**config.mk**
```make
export PLATFORM = sky130hd
export DESIGN_NAME = score_display_scan_flat
export DESIGN_NICKNAME = d
export VERILOG_FILES = /design/src/rtl/score_display_scan_if.sv /design/src/rtl/score_display_scan.sv /design/src/flat_wrapper.sv
export SDC_FILE = /design/constraint.sdc
export NUM_CORES = 1
export LEC_CHECK = 0
export CORE_MARGIN = 3
export CORE_UTILIZATION = 54
export CTS_BUF_LIST = sky130_fd_sc_hd__clkbuf_16
export DETAILED_ROUTE_END_ITERATION = 12
export PLACE_DENSITY = 0.82
export SETUP_SLACK_MARGIN = 0.05
export SYNTH_ARGS = -nofsm -noshare
export SYNTH_HDL_FRONTEND = slang
export SYNTH_SLANG_ARGS = --single-unit
```
**constraint.sdc**
```tcl
create_clock -name clk -period 3.1 [get_ports clk]
set_clock_uncertainty 0.2 [all_clocks]
set_input_delay 0.62 -clock clk [delete_from_list [all_inputs] [get_ports clk]]
set_output_delay 0.62 -clock clk [all_outputs]
set_load 0.02 [all_outputs]
```
**src/rtl/score_display_scan_if.sv**
```systemverilog
// score_display_scan_if: BCD digit inputs and segment/anode outputs of the scanner
interface score_display_scan_if;
  logic [3:0] n3;
  logic [3:0] n2;
  logic [3:0] n1;
  logic [3:0] n0;
  logic [6:0] seg;
  logic [3:0] an;
  modport master (output n3, n2, n1, n0, input seg, an);
  modport slave (input n3, n2, n1, n0, output seg, an);
endinterface

```
**src/rtl/score_display_scan.sv**
```systemverilog
// score_display_scan: 4-digit multiplexed 7-segment scanner with frame-latched shadow and leading-zero blanking; define SCORE_FLASH_EN for change-flash
module score_display_scan #(
  parameter int SCAN_DIV = 50000,
  parameter int FLASH_FRAMES = 8
) (
  input logic clk,
  input logic rst,
  score_display_scan_if.slave bus
);
  localparam int CW = $clog2(SCAN_DIV);
  if (SCAN_DIV < 2 || FLASH_FRAMES < 1 || FLASH_FRAMES > 255) begin : g_bad_param
    $error("score_display_scan: parameter out of range");
  end
  logic [CW-1:0] cnt;
  logic [1:0] idx;
  logic [3:0] s3, s2, s1, s0;
  logic tick, frame, hide, blank;
  logic [3:0] d;
  logic [6:0] enc;
  assign tick = cnt == CW'(SCAN_DIV - 1);
  assign frame = tick && idx == 2'd3;
  // prescaler and slot index
  always_ff @(posedge clk or negedge rst)
    if (!rst) begin
      cnt <= '0;
      idx <= 2'd0;
    end else begin
      cnt <= tick ? '0 : cnt + 1'b1;
      idx <= tick ? idx + 2'd1 : idx;
    end
  // shadow digits only change at a frame boundary so a frame never tears
  always_ff @(posedge clk or negedge rst)
    if (!rst) {s3, s2, s1, s0} <= '0;
    else if (frame) {s3, s2, s1, s0} <= {bus.n3, bus.n2, bus.n1, bus.n0};
`ifdef SCORE_FLASH_EN
  logic [7:0] fc;
  // flash counter reloads on a changed score, otherwise counts frames down to zero
  always_ff @(posedge clk or negedge rst)
    if (!rst) fc <= 8'd0;
    else if (frame)
      fc <= ({bus.n3, bus.n2, bus.n1, bus.n0} != {s3, s2, s1, s0}) ? 8'(FLASH_FRAMES) :
            (fc != 8'd0) ? fc - 8'd1 : fc;
  assign hide = fc[0];
`else
  assign hide = 1'b0;
`endif
  // select the current digit, encode it and decide blanking
  always_comb begin
    d = idx == 2'd3 ? s3 : idx == 2'd2 ? s2 : idx == 2'd1 ? s1 : s0;
    case (d)
      4'd0: enc = 7'h3F;
      4'd1: enc = 7'h06;
      4'd2: enc = 7'h5B;
      4'd3: enc = 7'h4F;
      4'd4: enc = 7'h66;
      4'd5: enc = 7'h6D;
      4'd6: enc = 7'h7D;
      4'd7: enc = 7'h07;
      4'd8: enc = 7'h7F;
      4'd9: enc = 7'h6F;
      default: enc = 7'h40;
    endcase
    blank = hide
          || (idx == 2'd3 && s3 == 4'd0)
          || (idx == 2'd2 && s3 == 4'd0 && s2 == 4'd0)
          || (idx == 2'd1 && s3 == 4'd0 && s2 == 4'd0 && s1 == 4'd0);
  end
  // registered drive: one clock after idx/shadow
  always_ff @(posedge clk or negedge rst)
    if (!rst) begin
      bus.an <= 4'b0000;
      bus.seg <= 7'h00;
    end else begin
      bus.an <= blank ? 4'b0000 : 4'b0001 << idx;
      bus.seg <= blank ? 7'h00 : enc;
    end
endmodule

```
**src/flat_wrapper.sv**
```systemverilog
// flat-port wrapper written by rule: the top's interface ports become plain ports
module score_display_scan_flat 
#(
  parameter int SCAN_DIV = 50000,
  parameter int FLASH_FRAMES = 8
)
  (clk, rst, bus_n3, bus_n2, bus_n1, bus_n0, bus_seg, bus_an);
  score_display_scan_if bus_i ();
  input logic clk;
  input logic rst;
  input wire logic [$bits(bus_i.n3)-1:0] bus_n3;
  input wire logic [$bits(bus_i.n2)-1:0] bus_n2;
  input wire logic [$bits(bus_i.n1)-1:0] bus_n1;
  input wire logic [$bits(bus_i.n0)-1:0] bus_n0;
  output wire logic [$bits(bus_i.seg)-1:0] bus_seg;
  output wire logic [$bits(bus_i.an)-1:0] bus_an;
  assign bus_i.n3 = bus_n3;
  assign bus_i.n2 = bus_n2;
  assign bus_i.n1 = bus_n1;
  assign bus_i.n0 = bus_n0;
  assign bus_seg = bus_i.seg;
  assign bus_an = bus_i.an;
  score_display_scan #(.SCAN_DIV(SCAN_DIV), .FLASH_FRAMES(FLASH_FRAMES)) u_core (.clk(clk), .rst(rst), .bus(bus_i));
endmodule
```
==> flow_summary.json <==
{
  "final_cells": 268,
  "area_delta_synth_final_pct": 20.36,
  "routed_wl_mm": 4.265,
  "leakage_nw": 1.230,
  "grt_pass1_wl_mm": 7.555,
  "viasPerCell": 5.836,
  "final_core_util_pct": 70.37,
  "dr.pass1.iters": 4,
  "grtUsageTotal_pct": 18.95,
  "place_hpwl_mm": 3.083,
  "avgRoutedWirePerCell_um": 15.91,
  "synth_cell_types": 47,
  "cts.path.max_buffers": 2,
  "r2r_start": "u_core.idx[1]",
  "final.setup.tns_ns": 0,
  "n_antenna_cell": 0,
  "dp_slack_ns": 0.6581,
  "num_rows": 22,
  "core_area_mm2": 0.003826,
  "setup_violations": 0,
  "critPathMaxFanout": 6,
  "path_class": "reg2reg",
  "power_frac_clock_pct": 41.0,
  "cap_violations": 0,
  "drt-initial-drc-count": 73,
  "drc": 0,
  "reg2reg_depth": 8,
  "antenna_found_initial": 0,
  "timing.rr.end": "u_core.bus.seg[5]",
  "yosysTopAreaCell": "dfrtp_1",
  "async_flop_share_pct": 100.0,
  "setup_ws_ns": 0.6445,
  "synth_top_area_share_pct": 50.34,
  "r2r_slack_ns": 0.64,
  "synth_most_common_cell": "dfrtp_1",
  "portBuffers": 28,
  "relSlewSlack_pct": 36.44,
  "numCtsBuffers": 5,
  "ys.flop_type": "dfrtp_1",
  "grt_max_degree": 46,
  "cts_max_level": 2,
  "worst_slew_pin_slew_ns": 0.9534,
  "clk_latency_ns": 0.28,
  "grt-ovfl-total": 0,
  "maxSlewViolCount": 0,
  "synth_edf_count": 0,
  "post-route-min-period_ns": 2.455,
  "gp_congestion": 0.9115,
  "drive_above_1_share_pct": 13.64,
  "min_path_type": "in2async",
  "seq_area_frac_synth_pct": 50.34,
  "peakVddDrop_mv": 0.3024,
  "internal-power_mw": 0.9518,
  "postCtsSetupBuffers": 0,
  "synth-seq-cells": 45,
  "die_h_um": 70.37,
  "finalCritPeriodShare_pct": 79.21,
  "seq_power_share_pct": 50.9,
  "dpl.cell_count": 260,
  "cts_root_buf": "clkbuf_16",
  "yosys-top-cells-area": "dfrtp_1, mux2_4, ha_1",
  "finalHoldViolations": 0,
  "vias": 1564,
  "synth_area_mm2": 0.002237,
  "ioPinCount": 29,
  "cts-resized-gates": 0,
  "cts.sink_count": 45,
  "antenna_left": 0,
  "synthCells": 188,
  "pwr-share-comb_pct": 8.1,
  "ctsHoldBuffers": 0,
  "rsz0062_at_grt": "false",
  "critPathRequiredTime_ns": 3.06,
  "dieArea_mm2": 0.004951,
  "fin_hold_ws_ns": 0.2917,
  "fin_nets": 247,
  "fmax_mhz": 407.3,
  "synth_commonest_cells": "dfrtp_1, nand2_1, nor2_1",
  "syn-num-nets": 216,
  "avgSynthCellArea_um2": 11.90,
  "status": "complete, no violations",
  "clk_pin_slew_ns": 0.06,
  "start_util_pct": 58.47,
  "cp.arrival_ns": 2.42,
  "power_density_mw_per_mm2": 450.0,
  "cts_tree": "built",
  "end_kind": "register",
  "yosysWarnings": 0,
  "die_x_um": 70.37,
  "grt_pass1_vias": 1644,
  "sw_frac_of_total_pct": 21.45,
  "power.switching_mw": 0.2599,
  "worst_setup_path_start_kind": "register",
  "num-fill-cells": 268
}
## critical path, cell delays in order (launching register included)
cell      delay, ns
dfrtp_1        0.40
inv_1          0.11
ha_1           0.32
mux2i_1        0.12
a211oi_1       0.47
inv_1          0.21
ha_1           0.25
o211ai_1       0.18
a21oi_1        0.09
## flip-flops by register name, indices dropped and copies added (netlist names)
register        flops
u_core.bus.an       4
u_core.bus.seg      7
u_core.cnt         16
u_core.idx          2
u_core.s0           4
u_core.s1           4
u_core.s2           4
u_core.s3           4
## placed cells by master, fill, tap and decap left out, types with 2 or more instances in the layout
cell             count
dfrtp_1             45
clkdlybuf4s50_1     27
nand2_1             12
nor2_1              11
mux2_4              10
ha_1                10
nand3_1              9
xnor2_1              7
xor2_1               6
a21oi_1              5
inv_1                5
clkbuf_16            5
nor2b_1              4
nand2b_1             4
mux2_2               4
mux2_1               4
nor3_1               3
nor4_1               3
o21ai_0              3
and2_1               3
and4_1               2
or2_2                2
o31ai_1              2
or4_1                2
nand4_1              2
mux2i_1              2
nor3b_1              2
o211ai_1             2
a41o_1               2
clkinv_2             2
## power groups by stage
stage / clock [mW] / sequential, mW / combinational, mW
after floorplan: 0 / 0.633 / 0.0359
after global placement: 0 / 0.626 / 0.0957
after CTS: 0.500 / 0.617 / 0.0995
final: 0.497 / 0.617 / 0.0982
after detailed placement: 0 / 0.627 / 0.0982
after global routing: 0.535 / 0.619 / 0.107
## per-stage QoR
stage	instance area (µm²)	total power, mW
global route	2693	1.261
detailed placement	2554	0.7251
finish	2693	1.212
floorplan	2237	0.6692
CTS	2693	1.216
global placement	2554	0.7221
## cell families after synthesis
kind of cell	after synthesis	share of synthesized area, %
and+or+nand+nor	66	17.28
DFF	45	50.34
AOI/OAI and AO/OA	25	8.222
muxes	20	11.63
xor gates and xnor gates	13	5.090
adders and majority gates	10	5.593
buffers and inverters	9	1.845
## area by class of cell
| cell class | instances | area, µm² | area share (%) |
|---|---|---|---|
| Sequential cell | 45 | 1126 | 41.82 |
| Multi-Input combinational cell | 134 | 1070 | 39.73 |
| Timing Repair Buffer | 29 | 282.8 | 10.50 |
| Clock buffer | 5 | 125.1 | 4.647 |
| Tap cell | 48 | 60.06 | 2.230 |
| Inverter | 4 | 15.01 | 0.5576 |
| Clock inverter | 3 | 13.76 | 0.5112 |
## worst max path at each step
stage,startpoint,end,slack (ns),cells after the start
2_1_floorplan,u_core.idx[1],u_core.bus.seg[5],0.85,9
3_3_place_gp,u_core.idx[1],u_core.bus.seg[5],0.77,8
3_5_place_dp,u_core.idx[1],u_core.bus.seg[5],0.66,8
4_1_cts,u_core.idx[1],u_core.bus.seg[5],0.64,8
5_1_grt,u_core.idx[1],u_core.bus.seg[5],0.42,8
6_report,u_core.idx[1],u_core.bus.seg[5],0.64,8
## per-layer routing
metal / up-vias / global-route usage [%] / share of wire, % / routed length [µm]
li1: 734 / - / - / -
met1: 765 / 24.02 / 43 / 1815
met2: 52 / 31.08 / 50 / 2135
met3: 13 / 4.604 / 5.0 / 213
met4: 0 / 7.447 / 2.4 / 102
met5: - / 0 / 0 / 0
Power figures use the tool's default switching activity.
==> RTL edit: new RTL, same flow settings <==
Add a define of `SCORE_FLASH_EN`.
--- a/src/rtl/score_display_scan.sv
+++ b/src/rtl/score_display_scan.sv
@@ -1,4 +1,6 @@
 // score_display_scan: 4-digit multiplexed 7-segment scanner with frame-latched shadow and leading-zero blanking; define SCORE_FLASH_EN for change-flash
+`define SCORE_FLASH_EN
+
 module score_display_scan #(
   parameter int SCAN_DIV = 50000,
   parameter int FLASH_FRAMES = 8
Function: no difference found for any inputs over 10 cycles, from zero or initial values and one cycle with rst low; that may be too few to reach the edited logic, so the function may still have changed.
==> RTL edit against the unedited design <==
  * Design area grew 23%
  * Wire length rose by 30%
  * Sequential cell count rose by 8
  * Synthesized cell count increased by 37%
  * Clock power is 9.5% higher
  * Total power is 5.9% higher
  * Area after synthesis rose by 29%
  * Final cell count up 32%
  * Setup slack got worse by 0.22 ns
  * Largest cell class is now multi-input combinational cells
==> RTL edit: results (changes against the unedited design) <==
The setup slack of the worst register-to-register path is 0.43 ns (-0.22 ns). The number of cells in the design after placement came to 346 (+33%). The distinct cell type count after synthesis is 53 (+13%).

The path depth of the worst reg2reg path came to 9 (+1). The wire length of the first global-routing pass is 9.55 mm (+26%). The run finished with clean final reports. The final weighted congestion in routability-driven placement came to 0.824 (-9.7%). The via-per-instance ratio is 5.68 (-2.6%). The power density over the cells came out at 386 nW/um^2 (-14%).

In this run the critical register-to-register path is captured at u_core.bus.seg[3]. The worst-case vdd ir drop is 0.000274 V (-9.2%). The power dissipated by switching net loads is 0.271 mW (+4.4%). The average detailed-routed wire length per instance came to 15.6 um (-1.7%). The maximum number of pins on one net before global-route repair came out at 54 (+17%). The kind of cell with the highest combined delay along the critical path is adder cells. The largest fanout on the critical path is 8 (+2). The leakage power figure is 1.55 nW (+26%). The post-DP HPWL is 3.82 mm (+24%). The share of final-layout standard cells stronger than drive strength 1 is 0.113 (-0.0237). The worst hold slack is 0.241 ns (-0.0503 ns). The clock group power is 0.544 mW (+9.5%).

The count of filler cells inserted in the layout is 407 (+52%). The number of DRC markers after the initial detailed-route iteration came out at 112 (+53%). The number of nets in the layout was 313 (+27%).

The post-synthesis area per instance is 11.3 um^2 (-5.3%). The largest registers in the layout are u_core.cnt x16, u_core.fc x8, u_core.bus.seg x7. On the critical path, the stage with the largest delay is an instance of sky130_fd_sc_hd__dfrtp_1. The worst-case headroom to the max-slew limit was 0.410 (+0.0451).
-- RTL edit: cell count changes in the layout (fill, tap and decap cells not counted), sizes merged, moves of 4 or more --
cell	change
dfrtp	+8
nor2	+4
o21ai	+5
and3	+4
and2	+5
xor2	+17
inv	+10
-- RTL edit: routing by layer --
layer	track usage	vias to the layer above	wire length [um]
li1	-	957	-
met1	0.253	979	2510
met2	0.312	58	2600
met3	0.0385	18	279
met4	0.0773	0	144
met5	0	-	0
-- RTL edit: how the worst max path moves through the flow --
| stage | depth (start not counted) | to | slack (ns) |
|---|---|---|---|
| floorplan | 10 | u_core.bus.seg[3] | 0.77 |
| global placement | 6 | u_core.fc[5] | 0.26 |
| detailed placement | 6 | u_core.fc[5] | 0.19 |
| CTS | 9 | u_core.bus.seg[3] | 0.44 |
| global route | 9 | u_core.bus.seg[3] | 0.24 |
| finish | 9 | u_core.bus.seg[3] | 0.43 |
-- RTL edit: layout make-up --
type	instances	area [um^2]	area share
Sequential cell	53	1330	0.399
Multi-Input combinational cell	179	1430	0.430
Inverter	15	56.3	0.0169
Clock inverter	3	17.5	0.00527
Tap cell	70	87.6	0.0263
Timing Repair Buffer	29	283	0.0851
Clock buffer	5	125	0.0376
-- RTL edit: logic make-up (layout without fill, tap and decap cells) --
kind of cell | count (synthesis) | in the layout | share of synthesized area
and+or+nand+nor | 77 | 77 | 0.158
DFF | 53 | 53 | 0.458
muxes | 21 | 21 | 0.0959
buffers and inverters | 25 | 52 | 0.0484
xor gates and xnor gates | 30 | 30 | 0.0908
AOI/OAI and AO/OA | 39 | 39 | 0.0972
adders and majority gates | 12 | 12 | 0.0519
